===== src/rtl/ps2_key_tracker.sv =====
// PS/2 keyboard receiver that tracks up to two held keys (make/break, E0 prefix filtering).
// Optional frame timeout enabled by defining PS2_TIMEOUT_EN.
module ps2_key_tracker #(
    parameter logic [19:0] TIMEOUT_CYCLES = 20'd50000
) (
    input  logic       vga_clk,
    input  logic       sys_rst_n,
    input  logic       ps2_clk,
    input  logic       ps2_data,
    output logic [7:0] keycode1,
    output logic [7:0] keycode2,
    output logic       key_valid,
    output logic       frame_err
);

    typedef enum logic [1:0] {
        S_IDLE,
        S_DATA,
        S_PARITY,
        S_STOP
    } state_t;

    state_t      state_q, state_d;
    logic        clk_s1_q, clk_s1_d;
    logic        clk_s2_q, clk_s2_d;
    logic        clk_hist_q, clk_hist_d;
    logic        dat_s1_q, dat_s1_d;
    logic        dat_s2_q, dat_s2_d;
    logic [2:0]  bit_cnt_q, bit_cnt_d;
    logic [7:0]  shift_q, shift_d;
    logic        parity_q, parity_d;
    logic        accept_q, accept_d;
    logic [7:0]  byte_q, byte_d;
    logic        brk_q, brk_d;
    logic        ext_q, ext_d;
    logic [7:0]  keycode1_q, keycode1_d;
    logic [7:0]  keycode2_q, keycode2_d;
    logic        key_valid_q, key_valid_d;
    logic        frame_err_q, frame_err_d;
    logic        fall;

`ifdef PS2_TIMEOUT_EN
    logic [19:0] to_cnt_q, to_cnt_d;
`else
    wire unused_timeout = ^TIMEOUT_CYCLES;
`endif

    assign fall = clk_hist_q & ~clk_s2_q;

    always_comb begin
        clk_s1_d    = ps2_clk;
        clk_s2_d    = clk_s1_q;
        clk_hist_d  = clk_s2_q;
        dat_s1_d    = ps2_data;
        dat_s2_d    = dat_s1_q;
        state_d     = state_q;
        bit_cnt_d   = bit_cnt_q;
        shift_d     = shift_q;
        parity_d    = parity_q;
        accept_d    = 1'b0;
        byte_d      = byte_q;
        brk_d       = brk_q;
        ext_d       = ext_q;
        keycode1_d  = keycode1_q;
        keycode2_d  = keycode2_q;
        key_valid_d = 1'b0;
        frame_err_d = 1'b0;

        case (state_q)
            S_IDLE: begin
                if (fall && !dat_s2_q) begin
                    state_d   = S_DATA;
                    bit_cnt_d = 3'd0;
                end
            end
            S_DATA: begin
                if (fall) begin
                    shift_d = {dat_s2_q, shift_q[7:1]};
                    if (bit_cnt_q == 3'd7) begin
                        state_d = S_PARITY;
                    end else begin
                        bit_cnt_d = bit_cnt_q + 3'd1;
                    end
                end
            end
            S_PARITY: begin
                if (fall) begin
                    parity_d = dat_s2_q;
                    state_d  = S_STOP;
                end
            end
            S_STOP: begin
                if (fall) begin
                    state_d = S_IDLE;
                    if (dat_s2_q && (^{shift_q, parity_q})) begin
                        accept_d = 1'b1;
                        byte_d   = shift_q;
                    end else begin
                        frame_err_d = 1'b1;
                    end
                end
            end
            default: state_d = S_IDLE;
        endcase

        // Key table update runs one cycle after the stop-bit edge.
        if (accept_q) begin
            case (byte_q)
                8'hF0: brk_d = 1'b1;
                8'hE0: ext_d = 1'b1;
                8'h00, 8'hAA, 8'hEE, 8'hFA, 8'hFE, 8'hFF: begin
                    brk_d = 1'b0;
                    ext_d = 1'b0;
                end
                default: begin
                    if (!ext_q) begin
                        if (!brk_q) begin
                            if (byte_q != keycode1_q && byte_q != keycode2_q) begin
                                if (keycode1_q == 8'h00) begin
                                    keycode1_d = byte_q;
                                end else if (keycode2_q == 8'h00) begin
                                    keycode2_d = byte_q;
                                end
                            end
                        end else begin
                            if (keycode1_q == byte_q) keycode1_d = 8'h00;
                            if (keycode2_q == byte_q) keycode2_d = 8'h00;
                        end
                    end
                    brk_d = 1'b0;
                    ext_d = 1'b0;
                end
            endcase
            key_valid_d = (keycode1_d != keycode1_q) || (keycode2_d != keycode2_q);
        end

`ifdef PS2_TIMEOUT_EN
        if (state_q == S_IDLE || fall) begin
            to_cnt_d = 20'd0;
        end else begin
            to_cnt_d = to_cnt_q + 20'd1;
        end
        if (state_q != S_IDLE && !fall && to_cnt_q == TIMEOUT_CYCLES - 20'd1) begin
            state_d     = S_IDLE;
            frame_err_d = 1'b1;
            brk_d       = 1'b0;
            ext_d       = 1'b0;
            to_cnt_d    = 20'd0;
        end
`endif
    end

    always_ff @(posedge vga_clk or negedge sys_rst_n) begin
        if (!sys_rst_n) begin
            clk_s1_q    <= 1'b1;
            clk_s2_q    <= 1'b1;
            clk_hist_q  <= 1'b1;
            dat_s1_q    <= 1'b1;
            dat_s2_q    <= 1'b1;
            state_q     <= S_IDLE;
            bit_cnt_q   <= 3'd0;
            shift_q     <= 8'h00;
            parity_q    <= 1'b0;
            accept_q    <= 1'b0;
            byte_q      <= 8'h00;
            brk_q       <= 1'b0;
            ext_q       <= 1'b0;
            keycode1_q  <= 8'h00;
            keycode2_q  <= 8'h00;
            key_valid_q <= 1'b0;
            frame_err_q <= 1'b0;
`ifdef PS2_TIMEOUT_EN
            to_cnt_q    <= 20'd0;
`endif
        end else begin
            clk_s1_q    <= clk_s1_d;
            clk_s2_q    <= clk_s2_d;
            clk_hist_q  <= clk_hist_d;
            dat_s1_q    <= dat_s1_d;
            dat_s2_q    <= dat_s2_d;
            state_q     <= state_d;
            bit_cnt_q   <= bit_cnt_d;
            shift_q     <= shift_d;
            parity_q    <= parity_d;
            accept_q    <= accept_d;
            byte_q      <= byte_d;
            brk_q       <= brk_d;
            ext_q       <= ext_d;
            keycode1_q  <= keycode1_d;
            keycode2_q  <= keycode2_d;
            key_valid_q <= key_valid_d;
            frame_err_q <= frame_err_d;
`ifdef PS2_TIMEOUT_EN
            to_cnt_q    <= to_cnt_d;
`endif
        end
    end

    assign keycode1  = keycode1_q;
    assign keycode2  = keycode2_q;
    assign key_valid = key_valid_q;
    assign frame_err = frame_err_q;

endmodule


===== config.mk =====
export PLATFORM = sky130hd
export DESIGN_NAME = ps2_key_tracker
export DESIGN_NICKNAME = d
export VERILOG_FILES = /design/src/rtl/ps2_key_tracker.sv
export SDC_FILE = /design/constraint.sdc
export NUM_CORES = 1
export LEC_CHECK = 0
export CAP_MARGIN = 15
export CORE_MARGIN = 5
export CORE_UTILIZATION = 50
export DETAILED_ROUTE_END_ITERATION = 16
export PLACE_DENSITY_LB_ADDON = 0.3
export SYNTH_ARGS = -nofsm -noshare
export SYNTH_HDL_FRONTEND = slang
export SYNTH_SLANG_ARGS = --single-unit

===== constraint.sdc =====
create_clock -name vga_clk -period 5.05 [get_ports vga_clk]
set_input_delay 1.01 -clock vga_clk [delete_from_list [all_inputs] [get_ports vga_clk]]
set_output_delay 1.01 -clock vga_clk [all_outputs]
set_load 0.05 [all_outputs]

==> key figures <==
Setup path
  – Critical Path, Cell by Cell: clkdlybuf4s50_1
  – Critical path startpoint category: flip-flop
  – Worst-path maximum fanout: 4
  – CP required: 4040 ps
  – Critical path class: flip-flop to primary output
  – Max incr delay on CP: about 830 ps
  – FF-to-FF Start: byte_q[6]
  – CP delay by family, top: buffers and inverters
  – Length in cells of the worst reg-to-reg path: 5
  – Crit-path slowest cell: clkdlybuf4s50_1
  – Worst path buffer plus inverter count: 1
  – Flop-to-flop setup slack: between 2000 and 3000 ps
  – Worst R2R End: keycode1[4]
  – CP Capture Type: primary output
  – Arr. time, crit path: about 1600 ps

Min path
  – Endpoint, Worst Hold: dat_s2_q
  – Min-delay worst type: flip-flop to flip-flop
  – Hold path start: dat_s1_q
  – Worst hold stages: 0

Global routing
  – First-pass GRT wire length: 7670 um
  – Largest net degree at the start of global routing: 49
  – Met2 usage: 0.237
  – Gr usage total: 0.159
  – Gr ovfl total: 0
  – Antenna violations before repair: 0
  – Vias in the first global route: 1,547
  – Gr busiest metal: met2
  – Met1 GRT Util: 0.219
  – GRT met3 Usage: 0.0493

Clock network
  – CTS tree: yes
  – Reg clk slew, reported paths: 90 ps
  – Clk_lat worst skew: 300 ps
  – CTS resizes: 0
  – # H-tree levels: 2
  – # clock sinks: 48
  – Root Buffer: clkbuf_8
  – Clock Tree Buf Depth: 2
  – Setup bufs post-CTS: 0
  – CTS Hold Buffers Added: 0
  – CTS Buf Count: 5

Pwr
  – Logic pwr share: 0.362
  – Switch share: 0.351
  – PwrDens: 473 mW/mm^2
  – Max rail drop VDD: 0.000227 V
  – Cell-internal power: 831 uW
  – Clk pwr share: 0.212
  – Share of power burned in registers: 0.426
  – Total power: 1.28 mW
  – Sw Pwr: 449 uW
  – Leakage power: 1.21 nW

Run
  – Max-cap viol count: 0

Placement
  – Post-DP HPWL: 2990 um
  – Placed cell areas: approximately 0.0026 mm^2
  – Dpl ws: 2810 ps
  – GP Congestion: 0.801
  – Port Buffers: 21

STA
  – Tightest Pin Transition: approximately 670 ps
  – Final Cycle Share: 0.511
  – Minimum clock period: 2580 ps
  – Worst Skew: ~11 ps
  – Slew Viols, Final: 0
  – Final worst slack: 2470 ps
  – Final Hold Vio Count: 0
  – RSZ-0062 raised after global routing: no
  – Final Setup Violations: 0
  – Setup TNS: 0 ps
  – Worst slew margin: 0.553
  – Maximum clock rate: 388 MHz

Route
  – Vias per cell: 5.65
  – Vias: 1,515
  – DRT antenna net count: 0
  – DRC violations left: 0
  – First drt pass iteration count: 5
  – Mean routed wirelength per cell: 16.0 um
  – Post-Route WL: 4280 um
  – DR iter-0 viols: 87

Finish
  – Syn-to-layout area delta: 15.0%
  – Nets: about 220
  – Most common cell after layout, fill and taps aside: dfrtp_1
  – Diodes inserted: 0
  – Commonest non-fill, non-tap cells in the layout: dfrtp_1, xnor2_1, clkdlybuf4s50_1
  – Reg area: roughly 0.0012 mm^2
  – Fillers: 402
  – Area occupied by multi-input gates: 0.00107 mm^2
  – Final Cell Area: 0.00271 mm^2
  – Share of layout cells above drive strength 1: 0.178

Floorplan
  – Initial Utilization: 0.506
  – # IOs: 22
  – # rows: 25
  – Die width: 78.6 um
  – Core area: 0.00466 mm^2
  – Die area: 0.00619 mm^2
  – Die Ht: 78.6 um

Logic synthesis
  – Yosys Warn Count: 0
  – Sequential fraction of the synthesis area: 0.512
  – Post-Synthesis Cells: roughly 190
  – Post-Syn Area: 0.00236 mm^2
  – Area share of the largest cell type after synthesis: 0.457
  – Async SR Flop Fraction: 1.00
  – Number of synthesized register bits: 48
  – Yosys cell types: between 40 and 50
  – Syn avg cell area: about 12 um^2
  – Post-synth top area cell: dfrtp_1
  – Synth top area cells: dfrtp_1, mux2_2, xnor2_1, a22o_1, dfstp_2
  – Ys flop type: dfrtp_1
  – Post-synth EDFFs: 0
  – Mapped Nets: slightly above 200

Status
  – Outcome: completed
per-layer routing:
layer / wire [um] / up-vias
met5: 0 / -
met4: 61 / 0
met3: 172 / 7
met2: 1920 / 25
met1: 2130 / 748
li1: - / 735
synth_stat cells, types with 2 or more instances:
library cell	count
nor2_2	2
nand2_1	4
nor3_1	2
dfstp_2	5
nor2_1	9
nor2b_1	2
inv_1	9
clkbuf_1	2
o21ai_0	4
buf_2	8
a22o_1	16
mux2_2	18
ha_1	6
dfrtp_1	43
and3_1	2
nand3_1	5
nand2b_1	2
or4_1	5
nand4_1	5
xnor2_1	20
a21oi_1	4
power by group through the flow:
stage	clock (mW)	combinational (mW)	sequential, mW
2_1_floorplan	0	0.434	0.505
3_3_place_gp	0	0.455	0.550
3_5_place_dp	0	0.462	0.552
4_1_cts	0.280	0.466	0.546
5_1_grt	0.300	0.512	0.559
6_report	0.272	0.463	0.545
registers in the layout, summed over array words and instances, names as in the netlist:
register / flops
accept_q: 1
bit_cnt_q: 3
brk_q: 1
byte_q: 8
clk_hist_d: 1
clk_hist_q: 1
clk_s1_q: 1
dat_s1_q: 1
dat_s2_q: 1
ext_q: 1
frame_err: 1
key_valid: 1
keycode1: 8
keycode2: 8
parity_q: 1
shift_q: 8
state_q: 2
worst max-delay path by stage:
stage                  endpoint         from  cells past startpoint  slack, ps
floorplan           keycode1[3]  keycode1[6]                      5       3030
global placement    keycode1[2]  keycode1[2]                      1       2820
detailed placement  keycode2[1]  keycode2[1]                      1       2810
CTS                 keycode2[1]  keycode2[1]                      1       2460
global route        keycode2[1]  keycode2[1]                      1       2410
finish              keycode2[1]  keycode2[1]                      1       2470
cell type report:
cell class / instances / area share
clock buffer: 6 / 0.0268
clock inverter: 2 / 0.0129
multi-input combinational: 127 / 0.394
tap: 54 / 0.0249
timing repair buffer: 22 / 0.0831
sequential: 48 / 0.446
inverter: 9 / 0.0125
through the flow:
stage	cells	hold slack [ps]	utilization
after floorplan	194	345	-
after global placement	259	347	0.554
after detailed placement	259	348	0.554
after CTS	267	361	0.577
after global routing	268	368	0.581
final	268	359	0.581
kinds of logic (layout without fill, tap and decap cells):
| family | count (synthesis) | after routing | synth area share |
|---|---|---|---|
| compound gates | 35 | 35 | 0.114 |
| fa+ha+maj | 6 | 6 | 0.0319 |
| mux | 18 | 18 | 0.0860 |
| flops | 48 | 48 | 0.512 |
| buf+inv | 19 | 39 | 0.0345 |
| simple gates | 45 | 45 | 0.127 |
| xor+xnor | 23 | 23 | 0.0945 |
Note: power is estimated with default switching activity, not from simulation.
